## src/rtl/uart_pkg.sv

```systemverilog
// Shared UART definitions: baud_sel encoding, divisor calculation and receiver FSM states.
package uart_pkg;

   localparam logic [2:0] BAUD_9600   = 3'b000;
   localparam logic [2:0] BAUD_19200  = 3'b001;
   localparam logic [2:0] BAUD_38400  = 3'b010;
   localparam logic [2:0] BAUD_57600  = 3'b011;
   localparam logic [2:0] BAUD_115200 = 3'b100;

   typedef enum logic [2:0] {
      ST_IDLE,
      ST_START,
      ST_DATA,
      ST_STOP,
      ST_WAIT_HIGH
   } rx_state_e;

   function automatic int unsigned baud_rate(logic [2:0] sel);
      case (sel)
         BAUD_9600:  return 9600;
         BAUD_19200: return 19200;
         BAUD_38400: return 38400;
         BAUD_57600: return 57600;
         default:    return 115200;
      endcase
   endfunction

   // Rounded to nearest: DIV = round(clk_hz / (oversample * baud)).
   function automatic int unsigned baud_div(int unsigned clk_hz, int unsigned oversample,
                                            logic [2:0] sel);
      int unsigned den;
      den = oversample * baud_rate(sel);
      return (clk_hz + den / 2) / den;
   endfunction

endpackage

```

## src/rtl/uart_baud_tick.sv

```systemverilog
// Divisor counter: emits a one-cycle tick every div_i clocks; clr_i restarts the period.
module uart_baud_tick #(
   parameter int unsigned W = 16
) (
   input  logic         clk,
   input  logic         rst,
   input  logic         clr_i,
   input  logic [W-1:0] div_i,
   output logic         tick_o
);

   logic [W-1:0] cnt_q;

   assign tick_o = (cnt_q == div_i - W'(1));

   always_ff @(posedge clk) begin
      if (rst || clr_i) begin
         cnt_q <= '0;
      end else if (tick_o) begin
         cnt_q <= '0;
      end else begin
         cnt_q <= cnt_q + W'(1);
      end
   end

endmodule

```

## src/rtl/uart_rx.sv

```systemverilog
// 8N1 UART receiver with oversampled centre sampling and a one-entry valid/ready output.
import uart_pkg::*;

module uart_rx #(
   parameter int unsigned CLK_HZ     = 50_000_000,
   parameter int unsigned OVERSAMPLE = 16
) (
   input  logic       clk,
   input  logic       rst,
   input  logic       rx,
   input  logic [2:0] baud_sel,
   output logic [7:0] rx_data,
   output logic       rx_valid,
   input  logic       rx_ready,
   output logic       frame_err,
   output logic       overrun,
   output logic       busy
);

   localparam int unsigned SW   = $clog2(OVERSAMPLE);
   localparam int unsigned DIV0 = baud_div(CLK_HZ, OVERSAMPLE, BAUD_9600);
   localparam int unsigned DIV1 = baud_div(CLK_HZ, OVERSAMPLE, BAUD_19200);
   localparam int unsigned DIV2 = baud_div(CLK_HZ, OVERSAMPLE, BAUD_38400);
   localparam int unsigned DIV3 = baud_div(CLK_HZ, OVERSAMPLE, BAUD_57600);
   localparam int unsigned DIV4 = baud_div(CLK_HZ, OVERSAMPLE, BAUD_115200);

   rx_state_e    state_q;
   logic [2:0]   sel_q;
   logic         sync1_q, sync2_q, prev_q;
   logic [1:0]   fill_q;
   logic         armed_q;
   logic [SW-1:0] samp_q;
   logic [2:0]   bit_q;
   logic [7:0]   shift_q;
   logic [7:0]   rx_data_q;
   logic         rx_valid_q, frame_err_q, overrun_q, busy_q;

   logic [15:0]  div_d;
   logic         fall_d, clr_d, tick, sample_d, deliver_d;

   always_comb begin
      div_d = 16'(DIV4);
      case (sel_q)
         BAUD_9600:  div_d = 16'(DIV0);
         BAUD_19200: div_d = 16'(DIV1);
         BAUD_38400: div_d = 16'(DIV2);
         BAUD_57600: div_d = 16'(DIV3);
         default:    div_d = 16'(DIV4);
      endcase
   end

   // armed_q blocks edges until the synchronizer holds a genuine high sample after reset,
   // so a line that is already low at release is not taken as a start edge.
   assign fall_d   = armed_q && prev_q && !sync2_q;
   assign clr_d    = (state_q == ST_IDLE) && fall_d;
   assign sample_d = tick &&
                     (((state_q == ST_START) && (samp_q == SW'(OVERSAMPLE / 2 - 1))) ||
                      (((state_q == ST_DATA) || (state_q == ST_STOP)) &&
                       (samp_q == SW'(OVERSAMPLE - 1))));
   assign deliver_d = sample_d && (state_q == ST_STOP) && sync2_q;

   uart_baud_tick #(.W(16)) u_tick (
      .clk    (clk),
      .rst    (rst),
      .clr_i  (clr_d),
      .div_i  (div_d),
      .tick_o (tick)
   );

   always_ff @(posedge clk) begin
      if (rst) begin
         state_q     <= ST_IDLE;
         sel_q       <= 3'b000;
         sync1_q     <= 1'b1;
         sync2_q     <= 1'b1;
         prev_q      <= 1'b1;
         fill_q      <= '0;
         armed_q     <= 1'b0;
         samp_q      <= '0;
         bit_q       <= '0;
         shift_q     <= '0;
         rx_data_q   <= '0;
         rx_valid_q  <= 1'b0;
         frame_err_q <= 1'b0;
         overrun_q   <= 1'b0;
         busy_q      <= 1'b0;
      end else begin
         sync1_q     <= rx;
         sync2_q     <= sync1_q;
         prev_q      <= sync2_q;
         frame_err_q <= 1'b0;
         overrun_q   <= 1'b0;
         if (fill_q != 2'd2) fill_q <= fill_q + 2'd1;
         if ((fill_q == 2'd2) && sync2_q) armed_q <= 1'b1;
         if (tick) samp_q <= sample_d ? '0 : samp_q + 1'b1;

         if (deliver_d) begin
            if (!rx_valid_q || rx_ready) begin
               rx_data_q  <= shift_q;
               rx_valid_q <= 1'b1;
            end else begin
               overrun_q  <= 1'b1;
            end
         end else if (rx_valid_q && rx_ready) begin
            rx_valid_q <= 1'b0;
         end

         case (state_q)
            ST_IDLE: begin
               if (fall_d) begin
                  state_q <= ST_START;
                  sel_q   <= baud_sel;
                  samp_q  <= '0;
                  busy_q  <= 1'b1;
               end
            end
            ST_START: begin
               if (sample_d) begin
                  if (sync2_q) begin
                     state_q <= ST_IDLE;
                     busy_q  <= 1'b0;
                  end else begin
                     state_q <= ST_DATA;
                     bit_q   <= '0;
                  end
               end
            end
            ST_DATA: begin
               if (sample_d) begin
                  shift_q <= {sync2_q, shift_q[7:1]};
                  bit_q   <= bit_q + 3'd1;
                  if (bit_q == 3'd7) state_q <= ST_STOP;
               end
            end
            ST_STOP: begin
               if (sample_d) begin
                  if (sync2_q) begin
                     state_q <= ST_IDLE;
                     busy_q  <= 1'b0;
                  end else begin
                     frame_err_q <= 1'b1;
                     state_q     <= ST_WAIT_HIGH;
                  end
               end
            end
            ST_WAIT_HIGH: begin
               if (sync2_q) begin
                  state_q <= ST_IDLE;
                  busy_q  <= 1'b0;
               end
            end
            default: begin
               state_q <= ST_IDLE;
               busy_q  <= 1'b0;
            end
         endcase
      end
   end

   assign rx_data   = rx_data_q;
   assign rx_valid  = rx_valid_q;
   assign frame_err = frame_err_q;
   assign overrun   = overrun_q;
   assign busy      = busy_q;

endmodule

```

## config.mk

```make
export PLATFORM = sky130hd
export DESIGN_NAME = uart_rx
export DESIGN_NICKNAME = d
export VERILOG_FILES = /design/src/rtl/uart_pkg.sv /design/src/rtl/uart_baud_tick.sv /design/src/rtl/uart_rx.sv
export SDC_FILE = /design/constraint.sdc
export NUM_CORES = 1
export LEC_CHECK = 0
export CELL_PAD_IN_SITES_DETAIL_PLACEMENT = 1
export CELL_PAD_IN_SITES_GLOBAL_PLACEMENT = 2
export CORE_ASPECT_RATIO = 0.6
export CORE_MARGIN = 5
export CORE_UTILIZATION = 39
export DETAILED_ROUTE_END_ITERATION = 8
export GPL_TIMING_DRIVEN = 0
export PLACE_DENSITY_LB_ADDON = 0.08
export SLEW_MARGIN = 30
export SYNTH_ARGS = -nofsm -noshare
export SYNTH_HDL_FRONTEND = slang
export SYNTH_SLANG_ARGS = --single-unit
```

## constraint.sdc

```tcl
create_clock -name clk -period 6.8 [get_ports clk]
set_input_delay 0.68 -clock clk [delete_from_list [all_inputs] [get_ports clk]]
set_output_delay 0.68 -clock clk [all_outputs]
set_load 0.02 [all_outputs]
```

Word-level counts from Yosys, hierarchy flattened:

Cells that the tools add are included.

* register bits after elaboration: 55
* word-level logic and storage cells: 105

* add/subtract/negate cells: 5
* eq/ne operators: 22
* multiplexer cells: 27
* bitwise operators: 4
* reductions and logical operators: 31

Operators with widths (number)
* case mux 9 bit (4 select lines): 1
* two-way mux 3 bit: 10
* adder 16 x 1 -> 16 bit (second input constant): 1
* == test 16 bit: 1
* two-way mux 4 bit: 4
* case mux 3 bit (5 select lines): 1
* != test 2 bit (second input constant): 7
* == test 3 x 2 -> 1 bit (second input constant): 4
* logical AND 1 bit: 10
* subtractor 9 x 1 -> 10 bit (second input constant): 1
* two-way mux 1 bit: 8
* AND reduction 2 bit: 4
* == test 3 x 1 -> 1 bit (second input constant): 2
* == test 3 bit (second input constant): 2
* zero test 3 bit: 2
* != test 2 x 1 -> 1 bit (second input constant): 3
* case mux 3 bit (2 select lines): 1
* AND reduction 6 bit: 1
* OR reduction 2 bit: 3
* adder 4 x 1 -> 4 bit (second input constant): 1
* == test 4 x 3 -> 1 bit (second input constant): 1
* == test 4 bit (second input constant): 1
* logical OR 1 bit: 4
* NOT 1 bit: 4
* 10 further kinds: 12

Logic depth before layout (Yosys ltp):

* depth in word-level cells: 9
* mapped depth: 11

Modules after synthesis:

Synthesis repeated with hierarchy kept, for this count alone.

* cells, all modules: 322
* area, all modules: 2837.7 sq um

By module, submodules not included
* uart_rx: instances 1, cells an instance 171, area each 1641.6 sq um, seq. area each 780.7 sq um
* uart_baud_tick: instances 1, cells an instance 151, area each 1196.1 sq um, seq. area each 320.3 sq um

Worst setup path before layout:

No wires, ideal clock.

* path type: register to register
* from: register sel_q[0]
* to: register rx_data_q[1] (netlist: rx_data[1])
* library setup time: 0.119 ns
* arrival: 2.745 ns
* data required time: 6.681 ns
* slack: 3.936 ns
* stages on the path, launching flop included: 11
* period minus slack after synthesis: 2.864 ns
* cell sequence: dfxtp_1 nor2b_1 nor3_1 ha_1 xnor2_1 or3_1 a311o_1 a2111oi_4 nand3b_2 buf_6 mux2i_1

* cells in the longest elaborated chain, start to end: 8
* elaborated cells on any way between the ends: 11

Ends and longest elaborated chain
* from (decl): line uart_rx.sv:28 `logic [2:0] sel_q;`
* from (signal assigned): line uart_rx.sv:112 `sel_q <= baud_sel;`
* == test 3 x 2 -> 1 bit, or another cell as far along: line uart_rx.sv:43 `case (sel_q)`
* case mux 9 bit (4 select lines) (*): line uart_rx.sv:43
* subtractor 9 x 1 -> 10 bit (*): line uart_baud_tick.sv:14 `assign tick_o = (cnt_q == div_i - W'(1));`
* == test 16 bit (*): line uart_baud_tick.sv:14
* logical AND 1 bit (*): line uart_rx.sv:56 `assign sample_d = tick &&`
* logical AND 1 bit (*) (2 in a row): line uart_rx.sv:60 `assign deliver_d = sample_d && (state_q == ST_STOP) && sync2_q;`
* AND reduction 2 bit (no source line) (*)
* to (signal assigned): line uart_rx.sv:99 `rx_data_q <= shift_q;`
* to (decl): line uart_rx.sv:35 `logic [7:0] rx_data_q;`

Mark *: on every way between the ends. The rest lies on a longest branch, timed or not.
A chain may end at the register's enable or synchronous reset.

Worst setup path after layout:

* from: register sel_q[0]
* to: register rx_data_q[4] (netlist: rx_data[4])

Same word-level chain as after synthesis.

==> results.tsv <==
stage	metric	value	unit
synth	Synth Cell Area	2590	um2
global_route	total grt overflow	0	
route	drt via density	5.08	
run	Max-Cap Viols	0	
die	die height	73.1	um
sta	worst hold slack	0.405	ns
cts	# hold bufs at CTS	0	
synth	Avg Cell Area, Syn	9.21	um2
cts	Clk pin slew, worst setup/hold paths	0.10	ns
place	gpl congestion	0.757	
global_route	vias in the first global route	2046	
critical_path	worst reg2reg path endpoint	rx_data[4]	
die	core area	6560	um2
power	Design Power	0.000586	W
global_route	GR Layer Usage met2	22.6	%
sta	Final Skew	0.00976	ns
route	DR DRC count	0	
place	dpl cell area	2870	um2
power	Gate power share	10.1	%
cts	postcts setup bufs	0	
min_path	Hold/Removal Path Class	reg -> reg	
final_layout	area delta synth->final	14.2	%
route	detailed-route via count	1996	
critical_path	Crit. End Element	register	
critical_path	FF-to-FF path depth	10	
sta	setup TNS	0	ns
sta	Hold Vio Cnt, Final	0	
die	die area	8420	um2
die	Starting Density	39.4	%
synth	share of the yosys chip area belonging to registers	42.6	%
cts	insertion delay to the later sink of the worst-skew pair	0.32	ns
cts	Max clock buf depth	2	
global_route	largest net degree at the start of global routing	18	
critical_path	reg2reg setup slack	3.46	ns
place	IO buf count	17	
power	power share of the clock group	31.8	%
critical_path	Crit path required time	7.05	ns
critical_path	r2r startpoint	sel_q[0]	
global_route	first-pass GRT wire length	10300	um
sta	setup violators final	0	
synth	Distinct cells, synth	46	
sta	fin crit period	3.34	ns
cts	Clock Sinks	55	
route	total wire length	5970	um
cts	H-tree depth	2	
global_route	gr busiest metal	met1	
global_route	GR met1 Demand/Resource	23.3	%
power	sw frac	26.1	%
global_route	Total GRT Usage	15.6	%
power	Power per Cell Area	198	nW/um2
global_route	initial antenna violation count	0	
final_layout	ant diodes	0	
die	boundary pin count	19	
min_path	Hold Path Depth	1	
synth	Post-synth EDFFs	0	
sta	Slew @ Worst Pin	0.582	ns
final_layout	post-route cell area	2960	um2
power	Leakage	1.17	nW
route	DRT Pass-1 Iters	4	
route	Routed wire per std cell	15.2	um
global_route	met3 usage	3.73	%
power	peak supply drop	0.0817	mV
die	Die X	115	um
synth	Post-synth top flop	dfxtp_1	
min_path	Hold Path Origin	sync1_q	
critical_path	crit path launch type	register	
synth	Post-Syn Nets	294	
power	Sw Pwr	0.000153	W
sta	Max Freq	299	MHz
final_layout	nets	318	
cts	Num CTS Buffers	5	
final_layout	layout cells sized above 1	7.52	%
min_path	WHS Endpoint	sync2_q	
die	std cell rows	23	
sta	fin crit share	49.2	%
synth	Synth Instances	281	
critical_path	WP data arrival	3.59	ns
cts	CTS tree	built	
power	internal power	0.000433	W
synth	Ys Warns	0	
critical_path	crit path kind	reg -> reg	
power	Reg power frac	58.2	%
sta	Max Slew Vio Count	0	
run_status	status	completed	
sta	relative slew slack	61.2	%
critical_path	maximum fanout along the worst path	9	
sta	RSZ-0062 raised after global routing	false	
cts	clk root buf	clkbuf_8	
synth	Async S/R FF share, synth	0	%
synth	Yosys reg bits	55	
route	Starting DRT DRC Count	124	
route	post-route ant nets	0	
place	post-DP HPWL	4480	um
cts	Resize count post-CTS	0	
[through the flow]
step	util [%]	instances	worst slack, ns
global route	45.0	393	3.15
global placement	43.7	385	3.46
finish	45.0	393	3.46
CTS	45.0	393	3.41
detailed placement	43.7	385	3.45
floorplan	-	281	3.94
[routing by layer]
metal | vias up | share of wire, %
met2 | 28 | 40
met4 | 0 | 1.0
li1 | 1011 | -
met5 | - | 0
met1 | 950 | 55
met3 | 7 | 3.8
[power groups by stage]
| stage | Combinational, W | Sequential, W | Clock, W |
|---|---|---|---|
| finish | 0.0000589 | 0.000341 | 0.000186 |
| global route | 0.0000681 | 0.000343 | 0.000211 |
| CTS | 0.0000594 | 0.000341 | 0.000196 |
| detailed placement | 0.0000589 | 0.000348 | 0 |
| global placement | 0.0000573 | 0.000348 | 0 |
| floorplan | 0.0000431 | 0.000347 | 0 |
[critical path, cell delays in order, from the launching register on]
cell and delay, ns:
dfxtp_1 0.47, nor2b_1 0.39, nor3_1 0.09, ha_1 0.25, xnor2_1 0.16, or3_1 0.31, a311o_1 0.42, a2111oi_4 0.62
nand3b_2 0.20, buf_6 0.19, mux2i_1 0.16
[final cells by class]
| class | count | area, um2 |
|---|---|---|
| multi-input combinational | 204 | 1390 |
| clock buffer | 6 | 72.6 |
| inverter | 7 | 26.3 |
| sequential | 55 | 1100 |
| buffer | 15 | 72.6 |
| timing repair buffer | 17 | 170 |
| clock inverter | 2 | 16.3 |
| tap | 87 | 109 |
| fill | 765 | 3610 |
[sequential cells by signal (all words and copies together) (netlist names)]
signal,flops
overrun,1
rx_valid,1
rx_data,8
armed_q,1
sync1_q,1
state_q,3
frame_err,1
sync2_q,1
busy,1
bit_q,3
shift_q,8
sel_q,3
fill_q,2
prev_q,1
samp_q,4
u_tick.cnt_q,16
[cells in the final DEF, fill, tap and decap left out, drive strengths merged, types with 2 or more instances in the layout]
cell,netlist,final
mux2i,20,20
buf,4,4
or3,2,2
and3,5,5
nor3b,3,3
a2111oi,2,2
o21ai,3,3
a211oi,2,2
ha,6,6
nor3,8,8
xor2,11,11
nand3b,4,4
a31oi,2,2
clkdlybuf4s50,0,17
nor2,32,32
nor2b,6,6
nand3,10,10
or2,5,5
dfxtp,55,55
nor4b,2,2
nand2b,25,25
a311oi,2,2
o32ai,2,2
a211o,2,2
inv,7,8
nand2,14,14
clkbuf,11,17
and2,4,4
xnor2,9,9
a21oi,9,9
nand4,3,3
o31ai,2,2
[synthesized netlist by cell type (all sizes together), types with 4 or more instances]
cell | number | area (um2)
a21oi | 9 | 45.0
nor2b | 6 | 37.5
and2 | 4 | 25.0
ha | 6 | 75.1
nand2 | 14 | 60.1
xnor2 | 9 | 78.8
nand2b | 25 | 156
inv | 7 | 26.3
clkbuf | 11 | 41.3
nor3 | 8 | 40.0
nor2 | 32 | 120
mux2i | 20 | 200
and3 | 5 | 31.3
nand3b | 4 | 33.8
xor2 | 11 | 96.3
buf | 4 | 31.3
dfxtp | 55 | 1100
or2 | 5 | 31.3
nand3 | 10 | 50.1
[worst max-delay path by stage]
| stage | start | to | cells after the start | slack, ns |
|---|---|---|---|---|
| 2_1_floorplan | sel_q[0] | rx_data[1] | 10 | 3.94 |
| 3_3_place_gp | sel_q[0] | rx_data[2] | 10 | 3.46 |
| 3_5_place_dp | sel_q[0] | rx_data[4] | 10 | 3.45 |
| 4_1_cts | sel_q[0] | rx_data[4] | 10 | 3.41 |
| 5_1_grt | sel_q[0] | rx_data[4] | 10 | 3.15 |
| 6_report | sel_q[0] | rx_data[4] | 10 | 3.46 |
[logic make-up after synthesis]
family                     share of synthesized area (%)
AOI/OAI and AO/OA                                   8.70
xor gates and xnor gates                            6.77
adders and majority gates                           2.90
buffers and inverters                               3.82
DFF                                                 42.6
muxes                                               7.74
and+or+nand+nor                                     27.5
(Power assumes the default switching activity.)
